<file path="config.mk">
export PLATFORM = sky130hd
export DESIGN_NAME = tdc_hit_encoder
export DESIGN_NICKNAME = d
export VERILOG_FILES = /design/src/rtl/tdc_hit_encoder.sv
export SDC_FILE = /design/constraint.sdc
export NUM_CORES = 1
export LEC_CHECK = 0
export CAP_MARGIN = 20
export CORE_MARGIN = 4
export CORE_UTILIZATION = 65
export CTS_CLUSTER_DIAMETER = 200
export CTS_CLUSTER_SIZE = 25
export DETAILED_ROUTE_END_ITERATION = 8
export PLACE_DENSITY = 0.84
export SYNTH_ARGS = -nofsm -noshare
export SYNTH_HDL_FRONTEND = slang
export SYNTH_SLANG_ARGS = --single-unit
</file>
<file path="constraint.sdc">
create_clock -name clk -period 12.4 [get_ports clk]
set_input_delay 2.48 -clock clk [delete_from_list [all_inputs] [get_ports clk]]
set_output_delay 2.48 -clock clk [all_outputs]
set_load 0.02 [all_outputs]
</file>
<file path="src/rtl/tdc_hit_encoder.sv">
// tdc_hit_encoder
//   Turns the per-cycle TDC thermometer snapshot into timestamped hit events.
//   A hit is a 0->1 edge on tap0. Its fine time is the popcount of the snapshot,
//   and its coarse time is the free-running counter value at capture.
//   Events are queued in a first-word fall-through FIFO and drained to readout.
//
//   Handshake: ev_valid means the FIFO is not empty, and ev_data is then the
//   head entry. A word transfers on any rising edge where ev_valid & ev_ready.
//   ev_data stays stable while ev_valid & ~ev_ready. ev_valid and fifo_full
//   depend only on registered pointers, never combinationally on ev_ready.
module tdc_hit_encoder #(
  parameter int NTAPS      = 33,
  parameter int FINE_W     = 6,
  parameter int COARSE_W   = 16,
  parameter int FIFO_DEPTH = 16
) (
  input  logic                         clk,
  input  logic                         rst,
  input  logic                         en,
  input  logic [NTAPS-1:0]             taps,
  output logic [COARSE_W+FINE_W-1:0]   ev_data,
  output logic                         ev_valid,
  input  logic                         ev_ready,
  output logic                         fifo_full,
  output logic [7:0]                   ovf_cnt,
  input  logic                         clr_ovf
);

  localparam int EW = COARSE_W + FINE_W;
  localparam int PW = $clog2(FIFO_DEPTH);

  logic [COARSE_W-1:0] coarse_cnt;
  logic [COARSE_W-1:0] coarse_q;
  logic [NTAPS-1:0]    taps_q;
  logic                s1_valid;
  logic                prev_tap0;
  logic                s2_valid;
  logic [EW-1:0]       s2_data;
  logic [FINE_W-1:0]   tap_count;
  logic                hit;

  logic [EW-1:0]       mem [FIFO_DEPTH];
  logic [PW:0]         wr_ptr;
  logic [PW:0]         rd_ptr;
  logic                empty;
  logic                pop;
  logic                push;
  logic                drop;

  // Free-running coarse time base, unaffected by en.
  always_ff @(posedge clk) begin
    if (rst) coarse_cnt <= '0;
    else     coarse_cnt <= coarse_cnt + COARSE_W'(1);
  end

  // S1: register the snapshot with the coarse value current at that edge.
  // s1_valid keeps stale taps_q from being judged right after reset.
  always_ff @(posedge clk) begin
    if (rst) begin
      taps_q   <= '0;
      coarse_q <= '0;
      s1_valid <= 1'b0;
    end else begin
      taps_q   <= taps;
      coarse_q <= coarse_cnt;
      s1_valid <= 1'b1;
    end
  end

  // Fine time: plain popcount of the snapshot, no bubble correction.
  always_comb begin
    tap_count = '0;
    for (int i = 0; i < NTAPS; i++) begin
      tap_count = tap_count + FINE_W'(taps_q[i]);
    end
  end

  assign hit = s1_valid & en & taps_q[0] & ~prev_tap0;

  // S2: leading-edge detect on tap0. Disabling forces the history high so
  // that re-enabling during a high tap0 cannot fake an edge.
  always_ff @(posedge clk) begin
    if (rst) begin
      prev_tap0 <= 1'b1;
      s2_valid  <= 1'b0;
      s2_data   <= '0;
    end else begin
      s2_valid <= hit;
      if (hit) s2_data <= {coarse_q, tap_count};
      if (s1_valid) prev_tap0 <= en ? taps_q[0] : 1'b1;
    end
  end

  // FIFO status from registered pointers only; the extra MSB separates full from empty.
  assign empty     = (wr_ptr == rd_ptr);
  assign fifo_full = (wr_ptr[PW] != rd_ptr[PW]) && (wr_ptr[PW-1:0] == rd_ptr[PW-1:0]);
  assign ev_valid  = ~empty;
  assign ev_data   = ev_valid ? mem[rd_ptr[PW-1:0]] : '0;

  // A pop frees the slot in the same cycle, so a full FIFO still accepts a write.
  assign pop  = ev_valid & ev_ready;
  assign push = s2_valid & (~fifo_full | pop);
  assign drop = s2_valid & fifo_full & ~pop;

  // S3: event storage; contents need no reset since the pointers gate visibility.
  always_ff @(posedge clk) begin
    if (!rst && push) mem[wr_ptr[PW-1:0]] <= s2_data;
  end

  // FIFO pointers; reset empties the queue and discards stored events.
  always_ff @(posedge clk) begin
    if (rst) begin
      wr_ptr <= '0;
      rd_ptr <= '0;
    end else begin
      if (push) wr_ptr <= wr_ptr + (PW+1)'(1);
      if (pop)  rd_ptr <= rd_ptr + (PW+1)'(1);
    end
  end

  // Dropped-event counter: clear wins over a same-cycle drop, saturates at 255.
  always_ff @(posedge clk) begin
    if (rst)                          ovf_cnt <= '0;
    else if (clr_ovf)                 ovf_cnt <= '0;
    else if (drop && ovf_cnt != 8'hFF) ovf_cnt <= ovf_cnt + 8'd1;
  end

endmodule

</file>
Word level (Yosys, flattened, before mapping)
Memory sizes are Yosys's and may differ from the RTL's. A register that Yosys moved wholly into a read port is not among the register bits.
Index checks and enable logic that the tools add are counted.
{"block": "totals", "mem_count": 1, "inputBits": 38, "reg_bits": 108, "ramBits": 352, "output_inout_bits": 32}
{"name": "mem", "depth": 16, "width": 22, "rd": 1, "rd_ports_with_merged_regs": 1, "wr": 1, "line": "42", "source": "logic [EW-1:0] mem [FIFO_DEPTH];"}
{"block": "classes", "eq_ne": 4, "mux": 7, "reduce_logical": 5, "n_bitwise": 12, "n_addsub": 36}
{"cell": "6-bit by 1-bit adder with 6-bit output", "count": 27}
{"cell": "22-bit 2-to-1 mux", "count": 1}
{"cell": "16-bit by 1-bit adder with 16-bit output (second input constant)", "count": 1}
{"cell": "5-bit by 1-bit adder with 5-bit output (second input constant)", "count": 2}
{"cell": "8-bit by 1-bit adder with 8-bit output (second input constant)", "count": 1}
{"cell": "4-bit 2-to-1 mux", "count": 2}
{"cell": "8-bit != test (second input constant)", "count": 1}
{"cell": "1-bit AND", "count": 7}
{"cell": "5-bit by 1-bit adder with 6-bit output", "count": 1}
{"cell": "4-bit by 1-bit adder with 5-bit output", "count": 1}
{"cell": "5-bit equality test", "count": 1}
{"cell": "3-bit by 1-bit adder with 4-bit output", "count": 1}
{"cell": "4-bit equality test", "count": 1}
{"cell": "1-bit 2-to-1 mux", "count": 4}
{"cell": "1-bit NOT", "count": 4}
{"cell": "2-bit by 1-bit adder with 3-bit output", "count": 1}
{"cell": "1-bit logical AND", "count": 3}
{"cell": "1-bit by 1-bit adder with 2-bit output", "count": 1}
{"cell": "2-bit OR reduction", "count": 1}
{"cell": "1-bit logical NOT", "count": 1}
{"cell": "1-bit != test", "count": 1}
{"cell": "1-bit bitwise OR", "count": 1}

Longest topological paths before layout
Gate-level depths: netlist of the first run.
{"block": "depth", "word_depth": 32, "mapped_depth": 16, "ltp_nobuf": 16}

Worst setup path after synthesis of the first run
OpenSTA, ideal clock, no wires.
{"block": "synth_timing", "path_type": "flip-flop to flip-flop", "start": "register taps_q[0]", "end": "register s2_data[4]", "setup_time_ns": 0.070, "synth_period_minus_slack_ns": 4.858, "t_arrival_ns": 4.787, "slack_ns": 7.542, "stages_incl_launch_ff": 16, "cell_sequence": "dfxtp_1 inv_1 fa_1 fa_1 fa_1 fa_1 fa_1 fa_1 inv_1 fa_1 fa_1 a21o_1 a21oi_1 xnor2_1 nand2_1 a21oi_1"}
{"block": "synth_via", "elab_chain_cells": 32}
{"element": "start, declared", "line": "34", "source": "logic [NTAPS-1:0] taps_q;"}
{"element": "start signal, assigned", "line": "64", "source": "taps_q <= taps;"}
{"element": "1-bit by 1-bit adder with 2-bit output", "line": "74", "source": "tap_count = tap_count + FINE_W'(taps_q[i]);"}
{"element": "2-bit by 1-bit adder with 3-bit output", "line": "74"}
{"element": "3-bit by 1-bit adder with 4-bit output", "line": "74"}
{"element": "4-bit by 1-bit adder with 5-bit output", "line": "74"}
{"element": "5-bit by 1-bit adder with 6-bit output", "line": "74"}
{"element": "6-bit by 1-bit adder with 6-bit output (27 in series)", "line": "74"}
{"element": "end signal, assigned", "line": "89", "source": "if (hit) s2_data <= {coarse_q, tap_count};"}
{"element": "end, declared", "line": "38", "source": "logic [EW-1:0] s2_data;"}
Parallel ways exist; a longest one is shown, timed or not.
A chain may end at the register's enable or synchronous reset.

==> run metrics, run 1 <==
fin nets=1188; commonest cells in the synthesized netlist=edfxtp_1 (352), dfxtp_1 (112), mux4_2 (88); Clock power frac=0.298; Worst VDD drop=0.0000992 V; initial antenna violation count=0; Leakage=~6.2 nW; final period utilization=0.537; Hold Startpoint=coarse_q[8]$_SDFF_PP0_; IO buf count=69; Area growth syn-to-layout=8.91%; Die H=~180 um; total net switching power=about 0.57 mW; post-CTS setup repair buffer count=0; Crit Path Class=reg -> out; synthesis-stage register bit count=464; DIE WIDTH=176 um; Final Slew Violations=0; Routed Antenna Nets=0; I/O Pins=70; reg2reg path depth=15; vias per cell=6.24; layout cells sized above 1=0.133; DP Wirelength=approximately 20000 um; H-tree levels=1; synth top area cells=edfxtp_1 (58%), dfxtp_1 (12%), mux4_2 (11%); drt wl/cell=between 20 and 25 um; syn avg cell area=17.2 um2; Layout Cells excl Fill=1506; final number of setup-violating endpoints=0; Root Driver=clkbuf_16; hold path depth=2; Hold EP=s2_data[14]$_SDFFE_PP0P_; total CTS buffers=22; Max Cap Viol=0; CTS Sinks=about 460; gr usage total=0.243; RePlAce Congestion=0.757; clock tree buffer depth=3; first-pass GRT wire length=56700 um; Routed WL=approximately 37000 um; RR Endpoint=s2_data[4]$_SDFFE_PP0P_; Iter 0 DRT Violations=1189; pwr/cell area=135 mW/mm2; Pint=2.12 mW; Most used DFF post-synth=edfxtp_1; largest area contributor in the netlist=edfxtp_1; largest net degree at the start of global routing=a little over 100; FF-to-FF Start=taps_q[0]$_SDFF_PP0_; Final Hold Viols=0; sequential area share after synthesis=0.701; status=complete, no violations; via count=9399; number of synthesized flops with an enable pin=352; grt ovf=0; 1st-pass router iterations=5; Critical Path AT=~4.2 ns; std cell rows=61; Hold/Removal Path Class=reg -> reg; die area=0.0309 mm2; hold_buf cts=0; Placed Cells=1466; Post-Synthesis Cells=1064; sequential share of power=0.618; synthesized cell area=0.0183 mm2; Ant. Diodes=0; Comb power frac=0.085; Period minus WS final=6.65 ns; Initial Utilization=0.658; Worst-Margin Slew=1.02 ns; Clock Skew=0.0163 ns; Crit. End Element=primary output; critical path fanouts, max=47; post-synth top area share=0.578; Syn. warnings=0; RSZ-0062 raised after global routing=no; Resized Gates After CTS=0; Slew headroom=0.319; TritonCTS clock tree=yes; Max Fclk=0.150 GHz; Fillers=roughly 1700; clock slew at reported path FFs=0.10 ns; vias in the first global route=9508; setup_tns=0 ns; core area=around 0.028 mm2; distinct cell type count after synthesis=42; Worst R2R Setup Slack=7.28 ns; FFs w/ async S/R, synth=0; syn nets=1140; count leader, synth=edfxtp_1; DR DRC count=0; critical path required time=9.92 ns; Worst setup SP type=flop; worst skew pair latency=0.54 ns; Sw Ratio=0.212
## layout make-up
type	instances	area, um2	area share
clock buffer	39	636	0.0319
inverter	53	199	0.00999
sequential	464	12800	0.644
tap	378	473	0.0238
clock inverter	1	16.3	0.000817
timing repair buffer	78	756	0.0380
multi-input combinational	493	5000	0.251
## how the worst max path moves through the flow
| stage | end | slack, ns | cells past startpoint |
|---|---|---|---|
| after global placement | ev_data[13] | 6.30 | 6 |
| after CTS | ev_data[17] | 5.64 | 6 |
| after floorplan | s2_data[4]$_SDFFE_PP0P_ | 7.54 | 15 |
| after global routing | ev_data[10] | 5.39 | 6 |
| final | ev_data[2] | 5.75 | 6 |
| after detailed placement | ev_data[2] | 6.23 | 6 |
## state kept, by name, indices dropped and copies added (netlist names), named ones only
signal      cells
s2_valid        1
ovf_cnt         8
mem           352
wr_ptr          5
rd_ptr          5
taps_q         33
s1_valid        1
prev_tap0       1
s2_data        22
coarse_cnt     16
coarse_q       16
## per-stage QoR
step | worst slack [ns] | utilization | area [um2] | hold WS, ns | power [mW]
2_1_floorplan | 7.54 | - | 18300 | 0.417 | 1.88
3_3_place_gp | 6.30 | 0.693 | 19300 | 0.426 | 1.92
3_5_place_dp | 6.23 | 0.693 | 19300 | 0.428 | 1.93
4_1_cts | 5.64 | 0.716 | 19900 | 0.431 | 2.70
5_1_grt | 5.39 | 0.716 | 19900 | 0.457 | 2.80
6_report | 5.75 | 0.716 | 19900 | 0.426 | 2.69
## critical path, stage by stage (launching register included)
cell             delay [ns]
dfxtp_4                0.92
buf_4                  0.85
mux4_2                 0.64
nor2b_1                0.16
a211oi_1               0.28
a211oi_1               0.12
clkdlybuf4s50_1        0.61
## logic make-up after synthesis
family / count (synthesis) / share of synthesized area
XOR/XNOR: 35 / 0.0176
flip-flops: 464 / 0.701
buffers and inverters: 107 / 0.0264
multiplexers: 113 / 0.122
AND/OR/NAND/NOR: 220 / 0.0641
AO/OA/AOI/OAI: 87 / 0.0323
adder cells (fa/ha/maj): 38 / 0.0363
## per-layer routing
metal	vias to the layer above	track usage	share of wire
met1	4704	0.344	0.38
met2	525	0.402	0.50
li1	4084	-	-
met4	0	0.0715	0.030
met5	-	0	0
met3	86	0.0402	0.091
## placed cells by master, fill, tap and decap left out, types with 3 or more instances in the layout
| cell | count |
|---|---|
| xnor2_1 | 22 |
| o21ai_0 | 5 |
| clkbuf_1 | 16 |
| dfxtp_1 | 108 |
| ha_1 | 13 |
| and3_1 | 5 |
| fa_1 | 25 |
| nand4_1 | 7 |
| xor2_1 | 11 |
| a211oi_1 | 45 |
| clkdlybuf4s50_1 | 68 |
| nor2b_1 | 75 |
| and3_2 | 12 |
| clkbuf_16 | 23 |
| edfxtp_1 | 352 |
| nand2_1 | 51 |
| inv_1 | 53 |
| buf_4 | 10 |
| nor2_1 | 40 |
| nor3_1 | 3 |
| nor4_2 | 3 |
| a21oi_1 | 30 |
| mux2i_1 | 24 |
| nand3_1 | 11 |
| mux4_2 | 88 |
## power by group through the flow
stage                     Clock, mW  Combinational [mW]  Sequential (mW)
final                         0.800               0.228             1.66
after global routing          0.877               0.266             1.66
after CTS                     0.808               0.237             1.66
after detailed placement          0               0.236             1.70
after global placement            0               0.227             1.70
after floorplan                   0               0.183             1.69
(Power assumes the default switching activity.)
==> inputs of run 2 (changes only) <==
Settings changed: CORE_UTILIZATION 65 to 60, PLACE_DENSITY 0.84 to 0.79.
Clock period 12.4 ns to 6.5 ns, I/O delays scaled along.
==> run 2 against run 1 <==
Net effect: sequential share of layout area shrank 0.11 points; register-to-register slack worse by 5.9 ns; cell area rose by 0.18%; global-route usage shrank 3.9 points; critical path depth up 9.
==> run metrics, run 2 (same netlist as run 1, synthesis figures left out) <==
layout cells sized above 1=0.134; 1st-pass router iterations=5; wl on met1=approximately 14000 um; Max Cap Viol=0; initial antenna violation count=0; final period utilization=0.781; Routed WL=33900 um; worst skew pair latency=0.53 ns; post-CTS setup repair buffer count=0; Worst VDD drop=around 0.00019 V; Worst-Margin Slew=1.03 ns; gr usage total=0.204; Leakage=around 6.2 nW; Sw Ratio=0.210; Die H=183 um; CP Capture Point=s2_data[4]$_SDFFE_PP0P_; hold_buf cts=0; DP Wirelength=19100 um; fin nets=1189; die area=0.0333 mm2; std cell rows=63; CTS Sinks=464; TritonCTS clock tree=yes; FF-to-FF Start=taps_q[0]$_SDFF_PP0_; final number of setup-violating endpoints=0; pwr/cell area=~260 mW/mm2; commonest cells after routing, fill and taps aside=edfxtp_1 (352), dfxtp_1 (108), mux4_2 (88), nor2b_1 (75), clkdlybuf4s50_1 (68); Final Hold Viols=0; status=complete, no violations; RSZ-0062 raised after global routing=no; critical path required time=6.95 ns; total CTS buffers=22; Max Fclk=0.197 GHz; sequential share of power=0.618; Slew headroom=0.313; Worst setup SP type=flop; Ant. Diodes=0; vias per cell=5.93; setup_tns=0 ns; Root Driver=clkbuf_16; crit path launch=taps_q[0]$_SDFF_PP0_; vias in the first global route=9165; largest net degree at the start of global routing=103; total net switching power=1.08 mW; first-pass GRT wire length=about 52000 um; core area=0.0299 mm2; reg2reg path depth=15; Period minus WS final=5.08 ns; Final Slew Violations=0; drt wl/cell=22.3 um; most common cell after layout, fill and taps aside=edfxtp_1; FF/Latch Area=~0.013 mm2; RePlAce Congestion=0.745; highest metal used=met4; Resized Gates After CTS=0; Hold/Removal Path Class=reg -> reg; met3 WL post-DR=2440 um; H-tree levels=1; Crit. End Element=flop; Iter 0 DRT Violations=between 800 and 900; via count=9013; DIE WIDTH=between 150 and 200 um; Initial Utilization=0.612; Clock power frac=0.297; max reg flops=352; I/O Pins=70; IO buf count=between 60 and 70; Routed Antenna Nets=0; Clock Skew=around 0.017 ns; RR Endpoint=s2_data[4]$_SDFFE_PP0P_; grt ovf=0; Area growth syn-to-layout=9.11%; area of the multi-input gates=0.00500 mm2; Comb power frac=0.085; hold slack=0.437 ns; Worst R2R Setup Slack=1.42 ns; Critical Path AT=5.53 ns; Pint=4.04 mW; DR DRC count=0; clock tree buffer depth=3; Crit Path Class=reg -> reg; wire length on met2=17100 um; Fillers=1961; critical path fanouts, max=3; clock slew at reported path FFs=roughly 0.09 ns
[run 2: area by class of cell]
| cell class | count | area share |
|---|---|---|
| inverter | 53 | 0.00998 |
| timing repair buffer | 79 | 0.0389 |
| clock inverter | 1 | 0.000816 |
| sequential | 464 | 0.643 |
| clock buffer | 39 | 0.0319 |
| multi-input combinational | 493 | 0.251 |
| tap | 390 | 0.0245 |
[run 2: how the worst min path moves through the flow]
stage                                 start                       end  slack [ns]  cells past startpoint
global placement     coarse_q[9]$_SDFF_PP0_  s2_data[15]$_SDFFE_PP0P_        0.42                      2
floorplan            coarse_q[4]$_SDFF_PP0_  s2_data[10]$_SDFFE_PP0P_        0.42                      2
finish              coarse_q[11]$_SDFF_PP0_  s2_data[17]$_SDFFE_PP0P_        0.44                      2
global route        coarse_q[11]$_SDFF_PP0_  s2_data[17]$_SDFFE_PP0P_        0.45                      2
detailed placement   coarse_q[0]$_SDFF_PP0_   s2_data[6]$_SDFFE_PP0P_        0.43                      2
CTS                  coarse_q[0]$_SDFF_PP0_   s2_data[6]$_SDFFE_PP0P_        0.44                      2
[run 2: power by group through the flow]
stage / logic, mW / registers (mW) / clock network (mW)
after CTS: 0.446 / 3.17 / 1.54
after floorplan: 0.349 / 3.23 / 0
final: 0.436 / 3.17 / 1.52
after global routing: 0.501 / 3.17 / 1.66
after detailed placement: 0.443 / 3.24 / 0
after global placement: 0.422 / 3.23 / 0
[run 2: per-layer routing]
metal	GRT usage	up-vias
met5	0	-
met4	0.0309	0
met3	0.0257	34
met2	0.345	316
met1	0.298	4578
li1	-	4085
[run 2: per-stage QoR]
| step | cell area [um2] | std cells | utilization | power [mW] | setup WS, ns |
|---|---|---|---|---|---|
| 2_1_floorplan | 18300 | 1064 | - | 3.58 | 1.64 |
| 3_3_place_gp | 19300 | 1479 | 0.646 | 3.66 | 1.50 |
| 3_5_place_dp | 19300 | 1479 | 0.646 | 3.68 | 1.41 |
| 4_1_cts | 19900 | 1519 | 0.667 | 5.15 | 1.38 |
| 5_1_grt | 19900 | 1519 | 0.667 | 5.33 | 1.18 |
| 6_report | 19900 | 1519 | 0.667 | 5.12 | 1.42 |
[run 2: worst max-delay path: stages, from the launching register on]
cell	delay, ns
dfxtp_1	0.35
inv_1	0.08
fa_1	0.57
fa_1	0.45
fa_1	0.49
fa_1	0.54
fa_1	0.44
fa_1	0.49
inv_1	0.05
fa_1	0.40
fa_1	0.41
a21o_1	0.20
a21oi_1	0.18
xnor2_1	0.13
nand2_1	0.06
a21oi_1	0.17
